<file path="src/rtl/pg_guard_ctrl_pkg.sv">
// Shared state encodings and default timing constants for the PG guard sequencer.
package pg_guard_ctrl_pkg;

  typedef enum logic [2:0] {
    S_ACTIVE  = 3'd0,
    S_QUIESCE = 3'd1,
    S_GUARD   = 3'd2,
    S_STANDBY = 3'd3,
    S_RELEASE = 3'd4,
    S_UNGUARD = 3'd5
  } pg_state_e;

  localparam logic [2:0] ST_ACTIVE  = S_ACTIVE;
  localparam logic [2:0] ST_QUIESCE = S_QUIESCE;
  localparam logic [2:0] ST_GUARD   = S_GUARD;
  localparam logic [2:0] ST_STANDBY = S_STANDBY;
  localparam logic [2:0] ST_RELEASE = S_RELEASE;
  localparam logic [2:0] ST_UNGUARD = S_UNGUARD;

  localparam int unsigned SETUP_CYC_DEF   = 4;
  localparam int unsigned WAKE_CYC_DEF    = 8;
  localparam int unsigned HOLD_CYC_DEF    = 2;
  localparam int unsigned ACK_TIMEOUT_DEF = 255;
  localparam int unsigned CNT_W_DEF       = 8;

endpackage

</file>
<file path="src/rtl/pg_guard_ctrl_cnt.sv">
// Loadable down-counter for the sequencer's settle delays; holds at zero.
module pg_guard_cnt
  import pg_guard_ctrl_pkg::*;
#(
  parameter int unsigned CNT_W = CNT_W_DEF
) (
  input  logic             clk_i,
  input  logic             rst_i,
  input  logic             load_i,
  input  logic [CNT_W-1:0] load_val_i,
  output logic             zero_o
);

  logic [CNT_W-1:0] cnt_q, cnt_d;

  always_comb begin
    cnt_d = cnt_q;
    if (load_i)
      cnt_d = load_val_i;
    else if (cnt_q != '0)
      cnt_d = cnt_q - 1'b1;
  end

  always_ff @(posedge clk_i) begin
    if (rst_i) cnt_q <= '0;
    else       cnt_q <= cnt_d;
  end

  assign zero_o = (cnt_q == '0);

endmodule

</file>
<file path="src/rtl/pg_guard_ctrl.sv">
// Standby entry/exit sequencer for the PG guard cells' E pin.
// Optional quiesce-ack timeout is enabled by defining PG_GUARD_CTRL_TIMEOUT_EN.
module pg_guard_ctrl
  import pg_guard_ctrl_pkg::*;
#(
  parameter int unsigned SETUP_CYC   = SETUP_CYC_DEF,
  parameter int unsigned WAKE_CYC    = WAKE_CYC_DEF,
  parameter int unsigned HOLD_CYC    = HOLD_CYC_DEF,
  parameter int unsigned ACK_TIMEOUT = ACK_TIMEOUT_DEF,
  parameter int unsigned CNT_W       = CNT_W_DEF
) (
  input  logic       CLK,
  input  logic       RST,
  input  logic       STDBY_REQ,
  input  logic       WAKE_REQ,
  input  logic       QUIESCE_ACK,
  output logic       QUIESCE_REQ,
  output logic       PG_E,
  output logic       STDBY_O,
  output logic       READY,
  output logic [2:0] STATE,
  output logic       TIMEOUT
);

  localparam logic [CNT_W-1:0] LD_SETUP = CNT_W'(SETUP_CYC - 1);
  localparam logic [CNT_W-1:0] LD_WAKE  = CNT_W'(WAKE_CYC - 1);
  localparam logic [CNT_W-1:0] LD_HOLD  = CNT_W'(HOLD_CYC - 1);
  localparam logic [CNT_W-1:0] LD_ACK   = CNT_W'(ACK_TIMEOUT - 1);

  logic [2:0]       state_q, state_d;
  logic             qreq_q, qreq_d, pge_q, pge_d, stdby_q, stdby_d, ready_q, ready_d;
  logic             cnt_load, cnt_zero;
  logic [CNT_W-1:0] cnt_val;
  logic             to_set;

  always_comb begin
    state_d = state_q;
    to_set  = 1'b0;
    case (state_q)
      ST_ACTIVE:  if (STDBY_REQ && !WAKE_REQ) state_d = ST_QUIESCE;
      ST_QUIESCE: begin
        if (WAKE_REQ)         state_d = ST_ACTIVE;
        else if (QUIESCE_ACK) state_d = ST_GUARD;
`ifdef PG_GUARD_CTRL_TIMEOUT_EN
        else if (cnt_zero) begin
          state_d = ST_GUARD;
          to_set  = 1'b1;
        end
`endif
      end
      ST_GUARD: begin
        if (WAKE_REQ)      state_d = ST_UNGUARD;
        else if (cnt_zero) state_d = ST_STANDBY;
      end
      ST_STANDBY: if (WAKE_REQ) state_d = ST_RELEASE;
      ST_RELEASE: if (cnt_zero) state_d = ST_UNGUARD;
      ST_UNGUARD: if (cnt_zero) state_d = ST_ACTIVE;
      default:    state_d = ST_ACTIVE;
    endcase
  end

  // Every timed state reloads on entry, so a stale count never leaks across states.
  always_comb begin
    cnt_load = (state_d != state_q);
    case (state_d)
      ST_QUIESCE: cnt_val = LD_ACK;
      ST_GUARD:   cnt_val = LD_SETUP;
      ST_RELEASE: cnt_val = LD_WAKE;
      ST_UNGUARD: cnt_val = LD_HOLD;
      default:    cnt_val = '0;
    endcase
  end

  // Outputs decode the next state so they flip on the same edge as STATE.
  always_comb begin
    qreq_d  = 1'b1;
    pge_d   = 1'b0;
    stdby_d = 1'b0;
    ready_d = 1'b0;
    case (state_d)
      ST_ACTIVE:  begin qreq_d = 1'b0; ready_d = 1'b1; end
      ST_GUARD,
      ST_RELEASE: pge_d = 1'b1;
      ST_STANDBY: begin pge_d = 1'b1; stdby_d = 1'b1; end
      default:    ;
    endcase
  end

  always_ff @(posedge CLK) begin
    if (RST) begin
      state_q <= ST_ACTIVE;
      qreq_q  <= 1'b0;
      pge_q   <= 1'b0;
      stdby_q <= 1'b0;
      ready_q <= 1'b1;
    end else begin
      state_q <= state_d;
      qreq_q  <= qreq_d;
      pge_q   <= pge_d;
      stdby_q <= stdby_d;
      ready_q <= ready_d;
    end
  end

`ifdef PG_GUARD_CTRL_TIMEOUT_EN
  logic to_q;
  always_ff @(posedge CLK) begin
    if (RST)         to_q <= 1'b0;
    else if (to_set) to_q <= 1'b1;
  end
  assign TIMEOUT = to_q;
`else
  logic unused_to;
  assign unused_to = to_set;
  assign TIMEOUT   = 1'b0;
`endif

  pg_guard_cnt #(.CNT_W(CNT_W)) u_cnt (
    .clk_i      (CLK),
    .rst_i      (RST),
    .load_i     (cnt_load),
    .load_val_i (cnt_val),
    .zero_o     (cnt_zero)
  );

  assign STATE       = state_q;
  assign QUIESCE_REQ = qreq_q;
  assign PG_E        = pge_q;
  assign STDBY_O     = stdby_q;
  assign READY       = ready_q;

endmodule

</file>
<file path="config.mk">
export PLATFORM = sky130hd
export DESIGN_NAME = pg_guard_ctrl
export DESIGN_NICKNAME = d
export VERILOG_FILES = /design/src/rtl/pg_guard_ctrl_pkg.sv /design/src/rtl/pg_guard_ctrl_cnt.sv /design/src/rtl/pg_guard_ctrl.sv
export SDC_FILE = /design/constraint.sdc
export NUM_CORES = 1
export LEC_CHECK = 0
export CAP_MARGIN = 30
export CORE_MARGIN = 2
export CORE_UTILIZATION = 56
export CTS_BUF_LIST = sky130_fd_sc_hd__clkbuf_2
export CTS_CLUSTER_SIZE = 20
export DETAILED_ROUTE_END_ITERATION = 16
export GPL_ROUTABILITY_DRIVEN = 1
export GPL_TIMING_DRIVEN = 0
export PLACE_DENSITY = 0.81
export REMOVE_ABC_BUFFERS = 1
export SLEW_MARGIN = 20
export SYNTH_ARGS = -nofsm -noshare
export SYNTH_HDL_FRONTEND = slang
export SYNTH_SLANG_ARGS = --single-unit
</file>
<file path="constraint.sdc">
create_clock -name CLK -period 2.5 [get_ports CLK]
set_clock_uncertainty 0.15 [all_clocks]
set_input_delay 0.375 -clock CLK [delete_from_list [all_inputs] [get_ports CLK]]
set_output_delay 0.375 -clock CLK [all_outputs]
set_load 0.02 [all_outputs]
</file>
==> impl_metrics.yaml <==
sta:
  fin_crit_ns: 2.344
  clock.fmax_ghz: 0.4267
  tightest_slew_ns: 0.5341
  rsz0062_at_grt: "no"
  hold_violations: 0
  fin_crit_sh_pct: 93.75
  slew_viol_final: 0
  relSlewSlack_pct: 64.02
  holdWs_ns: 0.4230
  final-setup-viol-count: 0
  worst_slack_ns: 0.1563
floorplanning:
  die_area_mm2: 0.002100
  core-area_mm2: 0.001689
  initial_core_util_pct: 58.00
  fp.dieH_um: 45.83
  die_w_um: 45.83
  rows: 15
  pin_count: 13
critical_path:
  rrSetupSlack_ns: 0.16
  cp-end-kind: "flip-flop"
  crit_required_ns: 2.52
  critPathMaxFanout: 7
  arrival_ns: 2.36
  crit_slowest_cell: "nor3_2"
  startpoint_type: "flip-flop"
  criticalPathCategory: "flip-flop to flip-flop"
  crit_buf_inv: 2
  crit_chain: "inv_1 -> ha_1 -> nor3b_4 -> buf_4 -> nand2_1 -> and2_1 -> o2111a_2 -> nor3_2 -> a211oi_1"
  critPathTopFamily: "simple AND/OR/NAND/NOR gates"
  critical_path_depth: 9
  reg2reg_depth: 9
  max_stage_delay_ns: 0.39
placement:
  gp_congestion: 0.8773
  placed_cells: 135
  dp_hpwl_um: 1592
  placed_area_mm2: 0.001057
  portBuffers: 11
  dp_slack_ns: -0.2385
logic_synthesis:
  synth_top_cell_by_area: "dfxtp_1"
  yosysUniqueCellTypes: 42
  netlist_top_cells_count: "15 x dfxtp_1, 10 x nand2_1, 10 x nor2_1, 7 x xnor2_1"
  ys_ff_latch: 15
  seq_area_frac_synth_pct: 30.65
  synth_edf_count: 0
  synth.most_common_cell: "dfxtp_1"
  synth_top_area_share_pct: 30.65
  synthTopCellsByArea: "dfxtp_1 31%, xnor2_1 6.3%, a211oi_1 3.8%"
  ys_async_sr_fraction_pct: 0
  ys_warn_count: 0
  synth_area_um2: 979.7
  synthCells: 112
  syn_area_per_cell_um2: 8.747
  synth_top_flop_cell: "dfxtp_1"
cts:
  cts_root_buffer: "clkbuf_2"
  cts_hold_buf: 0
  htree_levels: 1
  cts_buffers: 3
  worstSkewPairLatency_ns: 0.29
  clk_pin_slew_ns: 0.14
  cts_sinks: 15
  cts_buffer_depth: 2
  cts_tree: "done"
detailed_routing:
  num_vias: 898
  wl_per_cell_um: 15.23
  final_antenna_net_count: 0
  drt_iter0_drc: 12
  vias_per_cell: 6.109
  drc: 0
  routed_wl_um: 2239
  drt_pass1_iterations: 4
final_layout:
  drive_above_1_share_pct: 23.08
  instances_no_fill: 147
  fill_cells: 142
  area.growth.synth_to_final_pct: 19.67
  diodes: 0
  final_nets: 137
  final_cell_area_mm2: 0.001172
hold_path:
  hold_path.class: "flip-flop to flip-flop"
  min_path_cells: 2
pwr:
  p_total_mw: 1.306
  peakVddDrop_v: 0.0005322
  powerDensity_mw_per_mm2: 1114
  leakage_nw: 0.4678
global_routing:
  grt_max_degree: 17
  first_global_vias: 777
  antenna_found_initial: 0
  grt_use_total_pct: 23.30
  grt_pass1_wl_um: 3525
  grt-ovfl-total: 0
status:
  outcome: "completed"
job:
  maxCapViolCount: 0
-- worst paths after layout --
| kind | startpoint | to |
|---|---|---|
| setup / recovery | u_cnt.cnt_q[0]$_SDFFE_PP0P_ | u_cnt.cnt_q[3]$_SDFFE_PP0P_ |
| hold / removal | u_cnt.cnt_q[1]$_SDFFE_PP0P_ | u_cnt.cnt_q[1]$_SDFFE_PP0P_ |
| setup reg to reg | u_cnt.cnt_q[0]$_SDFFE_PP0P_ | u_cnt.cnt_q[3]$_SDFFE_PP0P_ |
| hold reg to reg | u_cnt.cnt_q[1]$_SDFFE_PP0P_ | u_cnt.cnt_q[1]$_SDFFE_PP0P_ |
-- cell usage in the layout, fill, tap and decap left out, drive strengths merged, types with 2 or more instances in the layout --
cell and count:
nor2 10, a21oi 7, clkdlybuf4s50 11, clkbuf 3
nand2b 3, a221oi 3, xnor2 7, buf 8
a211oi 6, nand3 2, nor3b 4, nor4 3
dfxtp 15, inv 3, nor3 6, and2 3
nor2b 3, o21ai 6, nand2 10, xor2 2
-- cell families (layout without fill, tap and decap cells) --
group / after synthesis / in the layout / synth area share (%)
adder cells (fa/ha/maj): 1 / 1 / 1.277
flip-flops: 15 / 15 / 30.65
AND/OR/NAND/NOR: 50 / 50 / 31.80
AO/OA/AOI/OAI: 28 / 28 / 21.20
XOR/XNOR: 9 / 9 / 8.046
buffers and inverters: 8 / 26 / 6.641
other: 1 / 1 / 0.3828
-- what timing repair did --
item                       in CTS  in global routing
setup buffers                   3                  5
gates resized for setup         2                  5
setup endpoints to repair       7                  8
pin swaps                       1                  2
-- flip-flops by register name, summed over array words and instances (netlist names) --
| name | count |
|---|---|
| PG_E | 1 |
| STDBY_O | 1 |
| STATE | 3 |
| QUIESCE_REQ | 1 |
| READY | 1 |
| u_cnt.cnt_q | 8 |
-- final cells by class --
| class | count | area [um^2] | share of cell area [%] |
|---|---|---|---|
| flip-flops and latches | 15 | 301.5 | 25.72 |
| multi-input cells | 89 | 648.1 | 55.28 |
| clock buffers | 3 | 15.01 | 1.281 |
| clock inverters | 1 | 5.005 | 0.4269 |
| repair buffers | 19 | 170.2 | 14.51 |
| well taps | 17 | 21.27 | 1.814 |
| inverters | 3 | 11.26 | 0.9605 |
-- routing by layer --
layer | share of wire (%) | GRT usage (%) | wire [um] | up-vias
met1 | 42 | 29.59 | 949 | 429
met4 | 1.2 | 9.143 | 26 | 0
met2 | 52 | 40.00 | 1170 | 29
met3 | 4.1 | 2.381 | 92 | 4
met5 | 0 | 0 | 0 | -
li1 | - | - | - | 436
-- metrics by stage --
stage	util (%)	setup TNS, ns
after floorplan	-	0
after global placement	62.59	-0.8175
after detailed placement	62.59	-1.533
after CTS	65.63	0
after global routing	69.41	0
final	69.41	0
-- report_power, final --
group / internal, mW / leakage (nW) / switching, mW
logic: 0.393 / 0.328 / 0.400
clock network: 0.0362 / 0.0164 / 0.0802
registers: 0.308 / 0.124 / 0.0876
-- tightest hold or removal path, stage by stage, from the launching register on --
cell      delay [ns]
dfxtp_1         0.35
nor2_1          0.11
a221oi_1        0.08
Power figures use the tool's default switching activity.
